### config.mk
export PLATFORM = sky130hd
export DESIGN_NAME = x_stream_src
export DESIGN_NICKNAME = d
export VERILOG_FILES = /design/src/rtl/x_stream_src.sv
export SDC_FILE = /design/constraint.sdc
export NUM_CORES = 1
export LEC_CHECK = 0
export ABC_CLOCK_PERIOD_IN_PS = 2700
export BUFFER_PORTS_ARGS = -buffer_cell sky130_fd_sc_hd__buf_4
export CAP_MARGIN = 40
export CELL_PAD_IN_SITES_DETAIL_PLACEMENT = 1
export CELL_PAD_IN_SITES_GLOBAL_PLACEMENT = 2
export CORE_ASPECT_RATIO = 1.2
export CORE_MARGIN = 3
export CORE_UTILIZATION = 45
export DETAILED_ROUTE_END_ITERATION = 16
export PLACE_DENSITY_LB_ADDON = 0.08
export REMOVE_ABC_BUFFERS = 1
export SETUP_SLACK_MARGIN = 0.4
export SKIP_LAST_GASP = 1
export SLEW_MARGIN = 20
export SYNTH_ARGS = -nofsm -noshare
export SYNTH_HDL_FRONTEND = slang
export SYNTH_SLANG_ARGS = --single-unit
### constraint.sdc
create_clock -name clk -period 2.7 [get_ports clk]
set_input_delay 0.27 -clock clk [delete_from_list [all_inputs] [get_ports clk]]
set_output_delay 0.27 -clock clk [all_outputs]
set_load 0.01 [all_outputs]
### src/rtl/x_stream_src.sv
// Stimulus source for the matrix core: buffers host-written bytes and streams them
// block by block on core request, replaying a block on Xload_done, and samples result lanes.
module x_stream_src #(
    parameter int DEPTH = 160,
    parameter int BLOCK = 32
) (
    input  logic       clk,
    input  logic       rst_n,
    input  logic       wr_en,
    input  logic [7:0] wr_addr,
    input  logic [7:0] wr_data,
    input  logic       go,
    output logic       start,
    input  logic       input_load_en,
    input  logic       Xload_done,
    output logic [7:0] X_load,
    output logic [1:0] P_sel,
    input  logic [8:0] P_out,
    output logic       res_valid,
    output logic [8:0] res_data,
    output logic [1:0] res_lane,
    output logic       busy,
    output logic       done
);

    localparam int AW = $clog2(DEPTH);

    typedef enum logic [1:0] {
        ST_IDLE   = 2'd0,
        ST_STREAM = 2'd1,
        ST_DONE   = 2'd2
    } state_e;

    state_e      state_q, state_d;
    logic [8:0]  ptr_q, ptr_d;
    logic [8:0]  base_q, base_d;
    logic [7:0]  x_load_q, x_load_d;
    logic        start_q, start_d;
    logic        phase_q, phase_d;
    logic [1:0]  p_sel_q, p_sel_d;
    logic        res_valid_q, res_valid_d;
    logic [8:0]  res_data_q, res_data_d;
    logic [1:0]  res_lane_q, res_lane_d;
    logic        busy_q, busy_d;
    logic        done_q, done_d;

    logic [7:0]  mem_q [DEPTH];
    logic        wr_ok_s;
    logic [7:0]  rd_byte_s;

    assign wr_ok_s   = wr_en && ({1'b0, wr_addr} < 9'(DEPTH));
    // Only meaningful while ptr < DEPTH; the end-of-buffer branch never uses it.
    assign rd_byte_s = mem_q[ptr_q[AW-1:0]];

    // Stimulus buffer; intentionally not reset so host data survives a run abort.
    always_ff @(posedge clk) begin
        if (wr_ok_s) begin
            mem_q[wr_addr[AW-1:0]] <= wr_data;
        end
    end

    // Next-state, stream pointer and result-capture logic.
    always_comb begin
        state_d     = state_q;
        ptr_d       = ptr_q;
        base_d      = base_q;
        x_load_d    = x_load_q;
        start_d     = start_q;
        phase_d     = 1'b0;
        p_sel_d     = p_sel_q;
        res_valid_d = 1'b0;
        res_data_d  = res_data_q;
        res_lane_d  = res_lane_q;

        case (state_q)
            ST_IDLE: begin
                if (go) begin
                    state_d = ST_STREAM;
                    ptr_d   = 9'd0;
                    base_d  = 9'd0;
                    start_d = 1'b1;
                end else begin
                    start_d = 1'b0;
                end
            end
            ST_STREAM: begin
                if (!input_load_en) begin
                    ptr_d = ptr_q;
                end else if (Xload_done) begin
                    // Replay wins over a coinciding block end: base must not advance.
                    ptr_d = base_q;
                end else if (ptr_q >= 9'(DEPTH)) begin
                    x_load_d = 8'd0;
                    state_d  = ST_DONE;
                    start_d  = 1'b0;
                end else if (ptr_q == base_q + 9'(BLOCK - 1)) begin
                    x_load_d = rd_byte_s;
                    base_d   = base_q + 9'(BLOCK);
                    ptr_d    = base_q + 9'(BLOCK);
                end else begin
                    x_load_d = rd_byte_s;
                    ptr_d    = ptr_q + 9'd1;
                end
            end
            ST_DONE: begin
                start_d = 1'b0;
            end
            default: begin
                state_d = ST_IDLE;
                start_d = 1'b0;
            end
        endcase

        // Core presents a lane on P_out every other cycle while start is high.
        if (start_q) begin
            phase_d = ~phase_q;
            if (phase_q) begin
                res_data_d  = P_out;
                res_lane_d  = p_sel_q;
                res_valid_d = 1'b1;
                p_sel_d     = p_sel_q + 2'd1;
            end else begin
                res_valid_d = 1'b0;
            end
        end else begin
            phase_d = 1'b0;
        end

        busy_d = (state_d == ST_STREAM);
        done_d = (state_d == ST_DONE);
    end

    // State and output registers.
    always_ff @(posedge clk or negedge rst_n) begin
        if (!rst_n) begin
            state_q     <= ST_IDLE;
            ptr_q       <= 9'd0;
            base_q      <= 9'd0;
            x_load_q    <= 8'd0;
            start_q     <= 1'b0;
            phase_q     <= 1'b0;
            p_sel_q     <= 2'd0;
            res_valid_q <= 1'b0;
            res_data_q  <= 9'd0;
            res_lane_q  <= 2'd0;
            busy_q      <= 1'b0;
            done_q      <= 1'b0;
        end else begin
            state_q     <= state_d;
            ptr_q       <= ptr_d;
            base_q      <= base_d;
            x_load_q    <= x_load_d;
            start_q     <= start_d;
            phase_q     <= phase_d;
            p_sel_q     <= p_sel_d;
            res_valid_q <= res_valid_d;
            res_data_q  <= res_data_d;
            res_lane_q  <= res_lane_d;
            busy_q      <= busy_d;
            done_q      <= done_d;
        end
    end

    assign start     = start_q;
    assign X_load    = x_load_q;
    assign P_sel     = p_sel_q;
    assign res_valid = res_valid_q;
    assign res_data  = res_data_q;
    assign res_lane  = res_lane_q;
    assign busy      = busy_q;
    assign done      = done_q;

endmodule

After elaboration in Yosys (flattened, before gate mapping). Memory sizes are Yosys's and may differ from the RTL's. Index checks and enable logic that the tools add are counted.

Word-level logic and storage cells: 68. RAM bits: 1280. Memories: 1. Bits in registers: 46.

Bitwise logic cells: 2. Equal/unequal tests: 12. Add/subtract/negate cells: 4. Multiplexer cells: 27. Reduce and logical (&&, ||, !) cells: 8. $lt $le $gt $ge: 2.

Memories: mem_q (depth 160, width 8, rd ports 1, clocked after Yosys merged registers in 0, write ports 1, RTL line 47) `logic [7:0] mem_q [DEPTH];`.

Operator list (count): two-way mux 9 bit (9); one-hot mux 9 bit (2 select lines) (2); != test 2 bit (second input constant) (6); adder 9 x 1 -> 9 bit (second input constant) (1); adder 9 x 5 -> 9 bit (second input constant) (1); adder 9 x 6 -> 9 bit (second input constant) (1); equality test 9 bit (1); greater-or-equal comparator 9 x 8 -> 1 bit (second input constant) (1); two-way mux 1 bit (9); < comparator 8 bit (second input constant) (1); two-way mux 2 bit (4); two-way mux 8 bit (1); one-hot mux 2 bit (3 select lines) (1); AND reduction 3 bit (2); AND reduction 6 bit (1); equality test 2 x 1 -> 1 bit (second input constant) (2); equality test 2 bit (second input constant) (2); AND reduction 4 bit (1); != test 3 bit (second input constant) (1); adder 2 x 1 -> 2 bit (second input constant) (1); zero test 2 bit (1); NOT 1 bit (2); one-hot mux 1 bit (2 select lines) (1); AND reduction 2 bit (1); 2 further kinds (2).

Longest topological paths before layout.
Word-level depth: 7. Mapped depth: 11. Mapped depth without buffers: 7.

Least setup slack after synthesis. Ideal clock, no wire load.

Kind: register -> register. Start point: reg ptr_q[1]. End point: reg x_load_q[0], in the netlist X_load[0]. Buffers on the path: 4. Setup time: 0.134 ns. Cell stages (with the launch flop): 10. Slack: 0.144 ns. Data required time: 2.566 ns. Period minus slack after synthesis: 2.556 ns. Arrival: 2.423 ns. Cells stage by stage: dfrtp_1 buf_4 buf_2 buf_2 buf_1 mux4_2 a221oi_1 o21ai_0 a2111oi_0 o21ai_1.

Longest elaborated chain between the ends: 2. Elaborated cells on any way between the ends: 3. Those cells by class: order compare (1); mux (1); memory (1).

Ends and longest elaborated chain: from (decl) (RTL line 35) `logic [8:0] ptr_q, ptr_d;`; from (signal assigned) (RTL line 150) `ptr_q <= ptr_d;`; memory (160 x 8 bit) or greater-or-equal comparator 9 x 8 -> 1 bit (tied branches); two-way mux 8 bit (*) (RTL line 92) `end else if (ptr_q >= 9'(DEPTH)) begin`; to (signal assigned) (RTL line 152) `x_load_q <= x_load_d;`; to (decl) (RTL line 37) `logic [7:0] x_load_q, x_load_d;`.

Mark *: on every way between the ends. The rest lies on a longest branch, timed or not. A chain may end at the register's enable or synchronous reset.

Worst setup path after layout.
Start point: reg ptr_q[0]. End point: reg x_load_q[1], in the netlist X_load[1].

The elaborated chain is that of the path after synthesis.

==> metrics.csv <==
metric,value,unit
outcome,"finished, violations left",
failing checks,setup timing,
synth top area cells,"edfxtp_1 74%, mux4_2 13%, dfrtp_1 2.0%",
total CTS buffers,137,
worst path arrival time,3550,ps
multi-input gate area in the final layout,12100,µm²
boundary pin count,56,
drt pass-1 iters,5,
routability cong.,0.822,
clock transition at the registers of the reported paths,60,ps
clk sinks,1321,
syn_area_per_cell,20.7,µm²
Placed Area,57300,µm²
TritonCTS clock tree,built,
Final Skew,19.5,ps
Mapped Area,51700,µm²
final hold viol count,0,
initial antenna violation count,1,
core region area,114000,µm²
Max Root-Sink Buffers,3,
root buffer cell,clkbuf_16,
switching share of power,23.2,%
worst-path fanout max,5,
final setup violation count,8,
Post-synth EDFFs,1280,
Int Power,36100,µW
Clk network pwr share,38.8,%
Syn-to-layout area delta,22.4,%
relative slew slack,46.5,%
Die X-Extent,316,µm
Crit. End Element,flip-flop,
Routed WL,145,mm
switching component of the power,10900,µW
post-synth top area share,74.3,%
final instance area,63300,µm²
GRT Resource Usage Total,24.9,%
starting density of the core,45.6,%
Tmin final,2910,ps
htree depth,4,
RSZ-0062 raised after global routing,yes,
# DRC,0,
synthesis-stage register bit count,1321,
die height,377,µm
Detail Route Antenna Nets,0,
Setup CP Type,flip-flop to flip-flop,
fmax,344,MHz
sequential element share of the synthesized area,76.3,%
Worst-Margin Slew,800,ps
FF+latch area,39500,µm²
Post-DP HPWL,95.0,mm
Final Core Density,55.8,%
Flop pwr share,48.6,%
share of cells above drive strength 1,38.3,%
Yosys cell types,59,
"Async S/R FF share, synth",3.10,%
Final Slew Violations,0,
Lkg Pwr,0.0207,µW
wire per inst,31.0,µm
Max-cap violations,0,
Cells after Synth,2497,
vias per std cell,5.79,
top cell type by total area after synthesis,edfxtp_1,
Setup WS pre-CTS,-756,ps
vias in the first global route,29400,
fin crit share,108,%
Final WS setup,-209,ps
FILL cells,9965,
Worst-Skew Late Latency,750,ps
worst vdd rail ir drop,0.651,mV
setup TNS,-1140,ps
WHS Path Cells,2,
num rows,135,
Logic pwr share,12.6,%
ys flop type,edfxtp_1,
PD cells,741,nW/µm²
global-route wire length before repair,211,mm
synthesis warning total,0,
nature of the critical path startpoint,flip-flop,
critical path required time,3340,ps
Layout Nets,3116,
Reg2Reg Depth,10,
hold crit path type,primary input to flip-flop,
hold_ws,33.2,ps
1st-iter DRT viols,2525,
DIE AREA,119000,µm²
IO Port Bufs,55,
largest net degree at the start of global routing,94,
total gr overflow,0,
Vias,27100,
cell usage in the layout (no fill, tap or decap), types with 5 or more instances in the layout:
master	count
bufinv_16	6
mux4_2	306
xnor2_1	6
o22ai_2	8
a21oi_1	8
mux2_2	56
o22ai_1	34
nor4_1	7
nor3_1	7
buf_8	5
o21ai_0	5
mux2i_2	18
nor2b_1	44
buf_4	482
clkinv_1	21
xor2_1	6
dfrtp_1	36
o41ai_1	6
inv_1	6
nand2b_1	6
clkbuf_1	30
a211oi_1	31
buf_12	61
mux2i_1	76
buf_16	10
buf_6	11
nor4_2	5
edfxtp_1	1280
clkbuf_16	146
nor2_1	201
nand2_1	64
nand3_1	23
dlygate4sd3_1	17
clkinv_2	22
cells in the mapped netlist, drive strengths merged (3+ instances only):
library cell	n
inv	10
a21boi	4
nand2b	8
a211oi	35
a311oi	3
a22oi	4
clkbuf	49
dfrtp	41
a21oi	9
and2	6
edfxtp	1280
or2	3
xor2	6
nor4	13
o41ai	9
nor3	11
mux4	306
o22ai	42
o22a	4
buf	93
mux2	56
ha	4
nand2	65
o32ai	3
xnor2	7
a221oi	7
nor2b	44
mux2i	96
o21ai	13
a211o	3
nand3	25
nor2	203
a32oi	3
a2111oi	3
o211ai	4
path summary, 6_finish.rpt:
kind,from,end,slack [ps]
max in group asynchronous,rst_n,ptr_q[2],2150
hold reg to reg,phase_q,phase_q,430
min in group asynchronous,rst_n,res_lane[1],80
setup reg to reg,ptr_q[0],X_load[1],-210
hold / removal,wr_data[7],mem_q[141][7],30
setup / recovery,ptr_q[0],X_load[1],-210
logic make-up (layout without fill, tap and decap cells):
logic type               Yosys count  count (layout)  synth area share (%)
flip-flops                      1321            1321                  76.3
other                              0               1                     0
XOR/XNOR                          13              13                 0.220
buffers and inverters            152             834                  1.41
AO/OA/AOI/OAI                    157             157                  2.18
multiplexers                     458             458                  16.4
AND/OR/NAND/NOR                  392             392                  3.40
adder cells (fa/ha/maj)            4               4                0.0968
critical path: stages (launching register included):
cell	delay, ps
dfrtp_4	510
buf_4	160
buf_12	120
buf_16	140
mux4_2	450
a221oi_4	400
o21ai_4	140
a2111oi_4	410
buf_4	200
a211oi_4	50
a211o_1	230
registers in the layout, indices dropped and copies added (netlist names):
name,flops
P_sel,2
X_load,8
base_q,4
busy,1
done,1
mem_q,1280
phase_q,1
ptr_q,9
res_data,9
res_lane,2
res_valid,1
start,1
state_q,2
power groups by stage:
stage	Clock (µW)	Combinational [µW]	Sequential, µW
after detailed placement	0	5300	23300
after global routing	19400	6270	22800
final	18200	5930	22800
after floorplan	0	3210	23700
after global placement	0	5210	23300
after CTS	18700	5840	22800
repair_timing:
item | CTS | global route
setup buffers | 47 | 26
endpoints found under the setup margin | 21 | 19
endpoints found under the hold margin | 163 | 0
gates resized for setup | 120 | 48
gates cloned | 4 | 0
hold buffers | 17 | 0
pin swaps | 20 | 19
metrics by stage:
stage          power (µW)  cells
6_report            46900   4687
5_1_grt             48500   4686
4_1_cts             47300   4660
3_5_place_dp        28600   4355
3_3_place_gp        28500   4355
2_1_floorplan       27000   2355
cell type report:
| cell class | instances | area share, % |
|---|---|---|
| antenna | 1 | 0.00395 |
| clock buffer | 179 | 6.01 |
| clock inverter | 58 | 0.755 |
| inverter | 10 | 0.0593 |
| multi-input combinational | 1024 | 19.1 |
| sequential | 1321 | 62.3 |
| tap | 1507 | 2.98 |
| timing repair buffer | 587 | 8.71 |
metal layers:
layer	global-route usage, %	share of wire [%]
met2	42.6	51
met4	6.85	2.7
met3	3.94	5.2
met1	33.4	41
met5	0	0.0090
Power figures use the tool's default switching activity.
